$ cat src/rtl/arc4_pkg.sv
// ARC4 shared types and constants.
// State-array geometry, FSM encodings and 7-seg decode.
package arc4_pkg;

  localparam int S_DEPTH = 256;
  localparam int S_WIDTH = 8;
  localparam int S_AW    = $clog2(S_DEPTH);

  localparam logic [6:0] HEX_BLANK = 7'h7F;

  typedef enum logic [1:0] {
    RESET_IDLE,
    START,
    WAIT_INIT,
    DONE
  } top_state_e;

  typedef enum logic {
    IDLE,
    WRITE
  } init_state_e;

  // Active-low segments, bit6 = g.
  function automatic logic [6:0] seg7(input logic [3:0] v);
    logic [6:0] s;
    case (v)
      4'h0: s = 7'b1000000;
      4'h1: s = 7'b1111001;
      4'h2: s = 7'b0100100;
      4'h3: s = 7'b0110000;
      4'h4: s = 7'b0011001;
      4'h5: s = 7'b0010010;
      4'h6: s = 7'b0000010;
      4'h7: s = 7'b1111000;
      4'h8: s = 7'b0000000;
      4'h9: s = 7'b0010000;
      4'hA: s = 7'b0001000;
      4'hB: s = 7'b0000011;
      4'hC: s = 7'b1000110;
      4'hD: s = 7'b0100001;
      4'hE: s = 7'b0000110;
      default: s = 7'b0001110;
    endcase
    return s;
  endfunction

endpackage

$ cat src/rtl/task1_top_s_init.sv
// ARC4 state-array fill engine.
// Writes S[i] = i for every entry, one per cycle.
module s_init
  import arc4_pkg::*;
(
  input  logic              clk,
  input  logic              rst_n,
  input  logic              en,
  output logic              rdy,
  output logic [S_AW-1:0]   addr,
  output logic [S_WIDTH-1:0] wrdata,
  output logic              wren
);

  init_state_e      state_q, state_d;
  logic [S_AW-1:0]  cnt_q, cnt_d;

  always_ff @(posedge clk or negedge rst_n) begin
    if (!rst_n) begin
      state_q <= IDLE;
      cnt_q   <= '0;
    end else begin
      state_q <= state_d;
      cnt_q   <= cnt_d;
    end
  end

  always_comb begin
    state_d = state_q;
    cnt_d   = cnt_q;
    rdy     = 1'b0;
    wren    = 1'b0;
    case (state_q)
      IDLE: begin
        rdy = 1'b1;
        if (en) begin
          state_d = WRITE;
          cnt_d   = '0;
        end
      end
      WRITE: begin
        wren = 1'b1;
        // Saturate on the last entry so address 0 is never rewritten.
        if (cnt_q == S_AW'(S_DEPTH - 1)) state_d = IDLE;
        else cnt_d = cnt_q + 1'b1;
      end
      default: state_d = IDLE;
    endcase
  end

  assign addr   = cnt_q;
  assign wrdata = S_WIDTH'(cnt_q);

endmodule

$ cat src/rtl/task1_top.sv
// DE1-SoC top for ARC4 stage 1: fills S, shows completion
// on LEDR and a debug byte of S on HEX1:HEX0.
module task1_top
  import arc4_pkg::*;
(
  input  logic       CLOCK_50,
  input  logic [3:0] KEY,
  input  logic [9:0] SW,
  output logic [6:0] HEX0,
  output logic [6:0] HEX1,
  output logic [6:0] HEX2,
  output logic [6:0] HEX3,
  output logic [6:0] HEX4,
  output logic [6:0] HEX5,
  output logic [9:0] LEDR
);

  logic rst_n;
  assign rst_n = KEY[3];

  top_state_e state_q, state_d;

  logic               s_en, s_rdy, s_wren;
  logic [S_AW-1:0]    s_addr;
  logic [S_WIDTH-1:0] s_wrdata;
  logic [S_WIDTH-1:0] rd_q;
  logic [S_WIDTH-1:0] s_mem [S_DEPTH];

  logic unused_ok;
  assign unused_ok = ^{KEY[2:0], SW[9:8]};

  s_init u_init (
    .clk    (CLOCK_50),
    .rst_n  (rst_n),
    .en     (s_en),
    .rdy    (s_rdy),
    .addr   (s_addr),
    .wrdata (s_wrdata),
    .wren   (s_wren)
  );

  always_ff @(posedge CLOCK_50 or negedge rst_n) begin
    if (!rst_n) state_q <= RESET_IDLE;
    else        state_q <= state_d;
  end

  always_comb begin
    state_d = state_q;
    s_en    = 1'b0;
    case (state_q)
      RESET_IDLE: state_d = START;
      START: begin
        s_en    = 1'b1;
        state_d = WAIT_INIT;
      end
      WAIT_INIT: if (s_rdy) state_d = DONE;
      DONE:      state_d = DONE;
      default:   state_d = RESET_IDLE;
    endcase
  end

  // No reset on the array or its read register: block RAM.
  always_ff @(posedge CLOCK_50) begin
    if (s_wren) s_mem[s_addr] <= s_wrdata;
    rd_q <= s_mem[SW[S_AW-1:0]];
  end

  logic done, busy;
  assign done = (state_q == DONE);
  assign busy = (state_q == WAIT_INIT);

  assign HEX0 = done ? seg7(rd_q[3:0]) : HEX_BLANK;
  assign HEX1 = done ? seg7(rd_q[7:4]) : HEX_BLANK;
  assign HEX2 = HEX_BLANK;
  assign HEX3 = HEX_BLANK;
  assign HEX4 = HEX_BLANK;
  assign HEX5 = HEX_BLANK;
  assign LEDR = {8'b0, busy, done};

endmodule

$ cat config.mk
export PLATFORM = sky130hd
export DESIGN_NAME = task1_top
export DESIGN_NICKNAME = d
export VERILOG_FILES = /design/src/rtl/arc4_pkg.sv /design/src/rtl/task1_top_s_init.sv /design/src/rtl/task1_top.sv
export SDC_FILE = /design/constraint.sdc
export NUM_CORES = 2
export LEC_CHECK = 0
export CAP_MARGIN = 20
export CORE_ASPECT_RATIO = 0.8
export CORE_MARGIN = 2
export CORE_UTILIZATION = 50
export DETAILED_ROUTE_END_ITERATION = 7
export GPL_ROUTABILITY_DRIVEN = 1
export HOLD_SLACK_MARGIN = 0.08
export PLACE_DENSITY = 0.64
export SKIP_LAST_GASP = 1
export SLEW_MARGIN = 5
export SYNTH_ARGS = -nofsm -noshare
export SYNTH_HDL_FRONTEND = slang
export SYNTH_HIERARCHICAL = 1
export SYNTH_SLANG_ARGS = --single-unit
$ cat constraint.sdc
create_clock -name CLOCK_50 -period 6.5 [get_ports CLOCK_50]
set_clock_uncertainty 0.2 [all_clocks]
set_input_delay 1.625 -clock CLOCK_50 [delete_from_list [all_inputs] [get_ports CLOCK_50]]
set_output_delay 1.625 -clock CLOCK_50 [all_outputs]
set_load 0.1 [all_outputs]
==> summary.txt <==
Logic synthesis
  – Ys async rst share: less than 1%
  – Multiplexer share of the synthesized area: 13.8%
  – Synthesized area: 0.0812 mm²
  – Largest family of logic cells by synthesized area: multiplexers
  – Library cells used by synthesis: 76
  – Synth Area in Adders: less than 1%
  – Post-Synth XOR/XNOR Area: 0%
  – Avg Cell Area, Syn: 20.4 µm²
  – Number of synthesized flops with an enable pin: 2,048
  – Sequential-to-total area share from yosys stat: between 70% and 80%
  – Top_reg_cell synth: edfxtp_1
  – Synth Area in Compound Gates: 4.13%
  – YS warnings: 6
  – Yosys reg bits: between 2,000 and 2,500
  – Post-synthesis cell count: just under 4,000
  – Post-synthesis simple-gate area fraction: 3.10%

Critical path
  – Worst-path fanout max: 5
  – WP data required: approximately 4700 ps
  – Flop2flop setup slack: around 2000 ps
  – Crit path kind: flip-flop to output port
  – Reg-to-Reg Start: u_init/addr[2]$_DFFE_PN0P_
  – Critical path data arrival time: 3680 ps
  – Setup crit start kind: flip-flop
  – Reg2reg path depth: 4
  – Critical R2R Capture: s_mem[23][0]$_DFFE_PP_
  – CP endpoint kind: output port

Timing
  – Worst slew pin tran: 1210 ps
  – Final Hold Fails: 0
  – Max Clk Rate: 0.182 GHz
  – Final setup vio count: 0
  – Setup TNS: 0 ps
  – Crit share post-route: a little over four fifths
  – Period minus WS final: about 5500 ps
  – Max-slew headroom: slightly below 20%
  – Slew Limit Fails: 0
  – Final hold slack: 315 ps
  – Unrepaired setup endpoints after global routing: false

Drt
  – Post-route ant nets: 0
  – Starting DRC count in detailed routing: 6,180
  – Vias post-DR: 40,507
  – DR pass1 iterations: 6
  – DR DRC count: 0
  – Avg WL per Cell: 31.3 µm
  – Via/cell ratio: ~6.3
  – Final WL: 200 mm

Floorplanning
  – Core area: 0.162 mm²
  – I/O pin cnt: 67
  – Die X: 455 µm
  – Cell row count: 132
  – Die height: 365 µm
  – Initial cell density of the core: 50.2%
  – Die footprint: 0.166 mm²

Place
  – Hpwl dp: 124 mm
  – Placed Area: approximately 0.084 mm²
  – GPL Wtd Cong: between 0.8 and 0.9
  – Placed insts: between 6,000 and 7,000
  – I/O Buffers: 25

Clocking
  – Clock Latency Late Sink: between 800 and 900 ps
  – CTS Buf Count: 192
  – Post-CTS setup buffer count: 0
  – H-tree lvl count: 4
  – Clk Tree Root Cell: clkbuf_16
  – PostCTS Resize Cnt: 0
  – Post-CTS Hold Buffers: 0
  – Clock sinks: ~2,100
  – Worst-path clk slew: roughly 60 ps
  – CTS max path bufs: 3
  – CTS tree: built

Power
  – P_sw: 5.55 mW
  – Clk pwr share: 41.7%
  – Sw frac: 21.1%
  – Power share of the combinational group: 3.4%
  – Power Internal: 20.8 mW
  – PwrDens: 293 mW/mm²
  – Final Power: 26.3 mW
  – Sequential Power Share: 54.9%
  – Maximum vdd drop: roughly 0.29 mV
  – LEAKAGE: 26.9 nW

Global route
  – GRT Total Usage: approximately a quarter
  – Antenna violations before repair: 6
  – Largest net degree at the start of global routing: between 200 and 250
  – Grt ovf: 0
  – Vias in the first global route: 39,296
  – First-pass GRT wire length: ~290 mm

Cells and area
  – Layout cells sized above 1: 21.5%
  – Commonest cells after routing, fill and taps aside: edfxtp_1, mux4_2, nor2_1
  – Leading cell type in the layout, fill and taps excluded: edfxtp_1
  – Fin area: roughly 0.090 mm²
  – Layout overhead on the synthesized area: 10.6%
  – Nets: 4,102
  – Layout fillers: 11,997
  – Post-route insts no fill: 6,382

Worst hold path
  – Hold_sp: state_q[1]$_DFFE_PN0P_
  – WHS Path Cells: 1
  – Min-delay worst type: flip-flop to flip-flop
  – Min-Delay Endpoint: state_q[1]$_DFFE_PN0P_

Run status
  – Outcome: finished clean

Run
  – Maxcap violations: 0
-- synthesized netlist by cell type, types with 8 or more instances --
cell	number	area [µm²]
edfxtp_1	2048	61500
mux4_2	446	10000
nor2_1	283	1060
a22oi_1	150	1130
a21oi_1	104	521
mux2i_1	103	1030
nand2_1	89	334
clkbuf_1	87	327
buf_2	68	340
buf_4	68	510
o221ai_1	38	333
nand3_1	32	160
o21ai_0	32	160
o22ai_1	31	194
nor2b_1	27	169
nor3_1	26	130
buf_6	25	282
a31oi_1	18	113
buf_1	17	63.8
nor4_1	16	100
a221oi_1	15	131
buf_8	15	225
inv_1	15	56.3
nand2b_1	14	87.6
ha_1	13	163
a211oi_1	12	90.1
nand4_1	12	75.1
buf_12	11	220
dfrtp_1	11	275
mux2_2	11	124
o211ai_1	11	82.6
dfxtp_1	8	160
or2_2	8	50.1
-- power groups by stage --
stage	Clock, mW	Combinational, mW	Sequential (mW)
2_1_floorplan	0	0.653	14.7
3_3_place_gp	0	0.886	14.7
3_5_place_dp	0	0.888	14.7
4_1_cts	11.1	0.890	14.5
5_1_grt	11.6	0.935	14.4
6_report	11.0	0.892	14.5
-- cell type report --
type / instances / area, µm² / share of cell area [%]
tap: 2144 / 2680 / 2.99
clock buffer: 243 / 5020 / 5.58
sequential: 2067 / 62000 / 69.0
clock inverter: 112 / 1060 / 1.18
antenna: 3 / 7.51 / 0.00836
inverter: 15 / 56.3 / 0.0627
multi-input combinational: 1636 / 17400 / 19.4
timing repair buffer: 162 / 1620 / 1.80
-- per-stage QoR --
stage / worst slack (ps) / util [%]
after floorplan: 513 / -
after global placement: 1080 / 51.8
after detailed placement: 1100 / 51.8
after CTS: 1000 / 55.5
after global routing: 914 / 55.6
final: 992 / 55.6
-- worst max path at each step --
stage                      end       startpoint  cells after the start  slack, ps
2_1_floorplan          HEX0[4]  rd_q[0]$_DFF_P_                      3        510
3_3_place_gp   rd_q[4]$_DFF_P_            SW[0]                      7       1080
3_5_place_dp   rd_q[4]$_DFF_P_            SW[0]                      7       1100
4_1_cts                HEX1[3]  rd_q[5]$_DFF_P_                      6       1000
5_1_grt                HEX0[3]  rd_q[1]$_DFF_P_                      6        910
6_report               HEX1[3]  rd_q[5]$_DFF_P_                      6        990
-- registers in the layout, summed over array words and instances (netlist names) --
register,flops
s_mem,2048
rd_q,8
u_init/addr,8
state_q,2
u_init/state_q,1
-- per-layer routing --
metal	track usage (%)	up-vias	part of all wire (%)
li1	-	16664	-
met1	37.5	21525	43
met2	34.8	2033	44
met3	5.88	283	10
met4	6.06	2	2.2
met5	0	-	0.0050
-- critical path: stages, from the launching register on --
cell,delay [ps]
dfxtp_1,610
inv_1,180
ha_1,330
inv_1,40
mux4_2,430
or2_2,280
clkdlybuf4s50_1,970
-- logic make-up (layout without fill, tap and decap cells) --
group,count (synthesis),in the layout
muxes,561,561
and+or+nand+nor,550,550
other,2,39
AOI/OAI and AO/OA,476,476
buffers and inverters,307,532
adders and majority gates,13,13
DFF,2067,2067
Power figures use the tool's default switching activity.
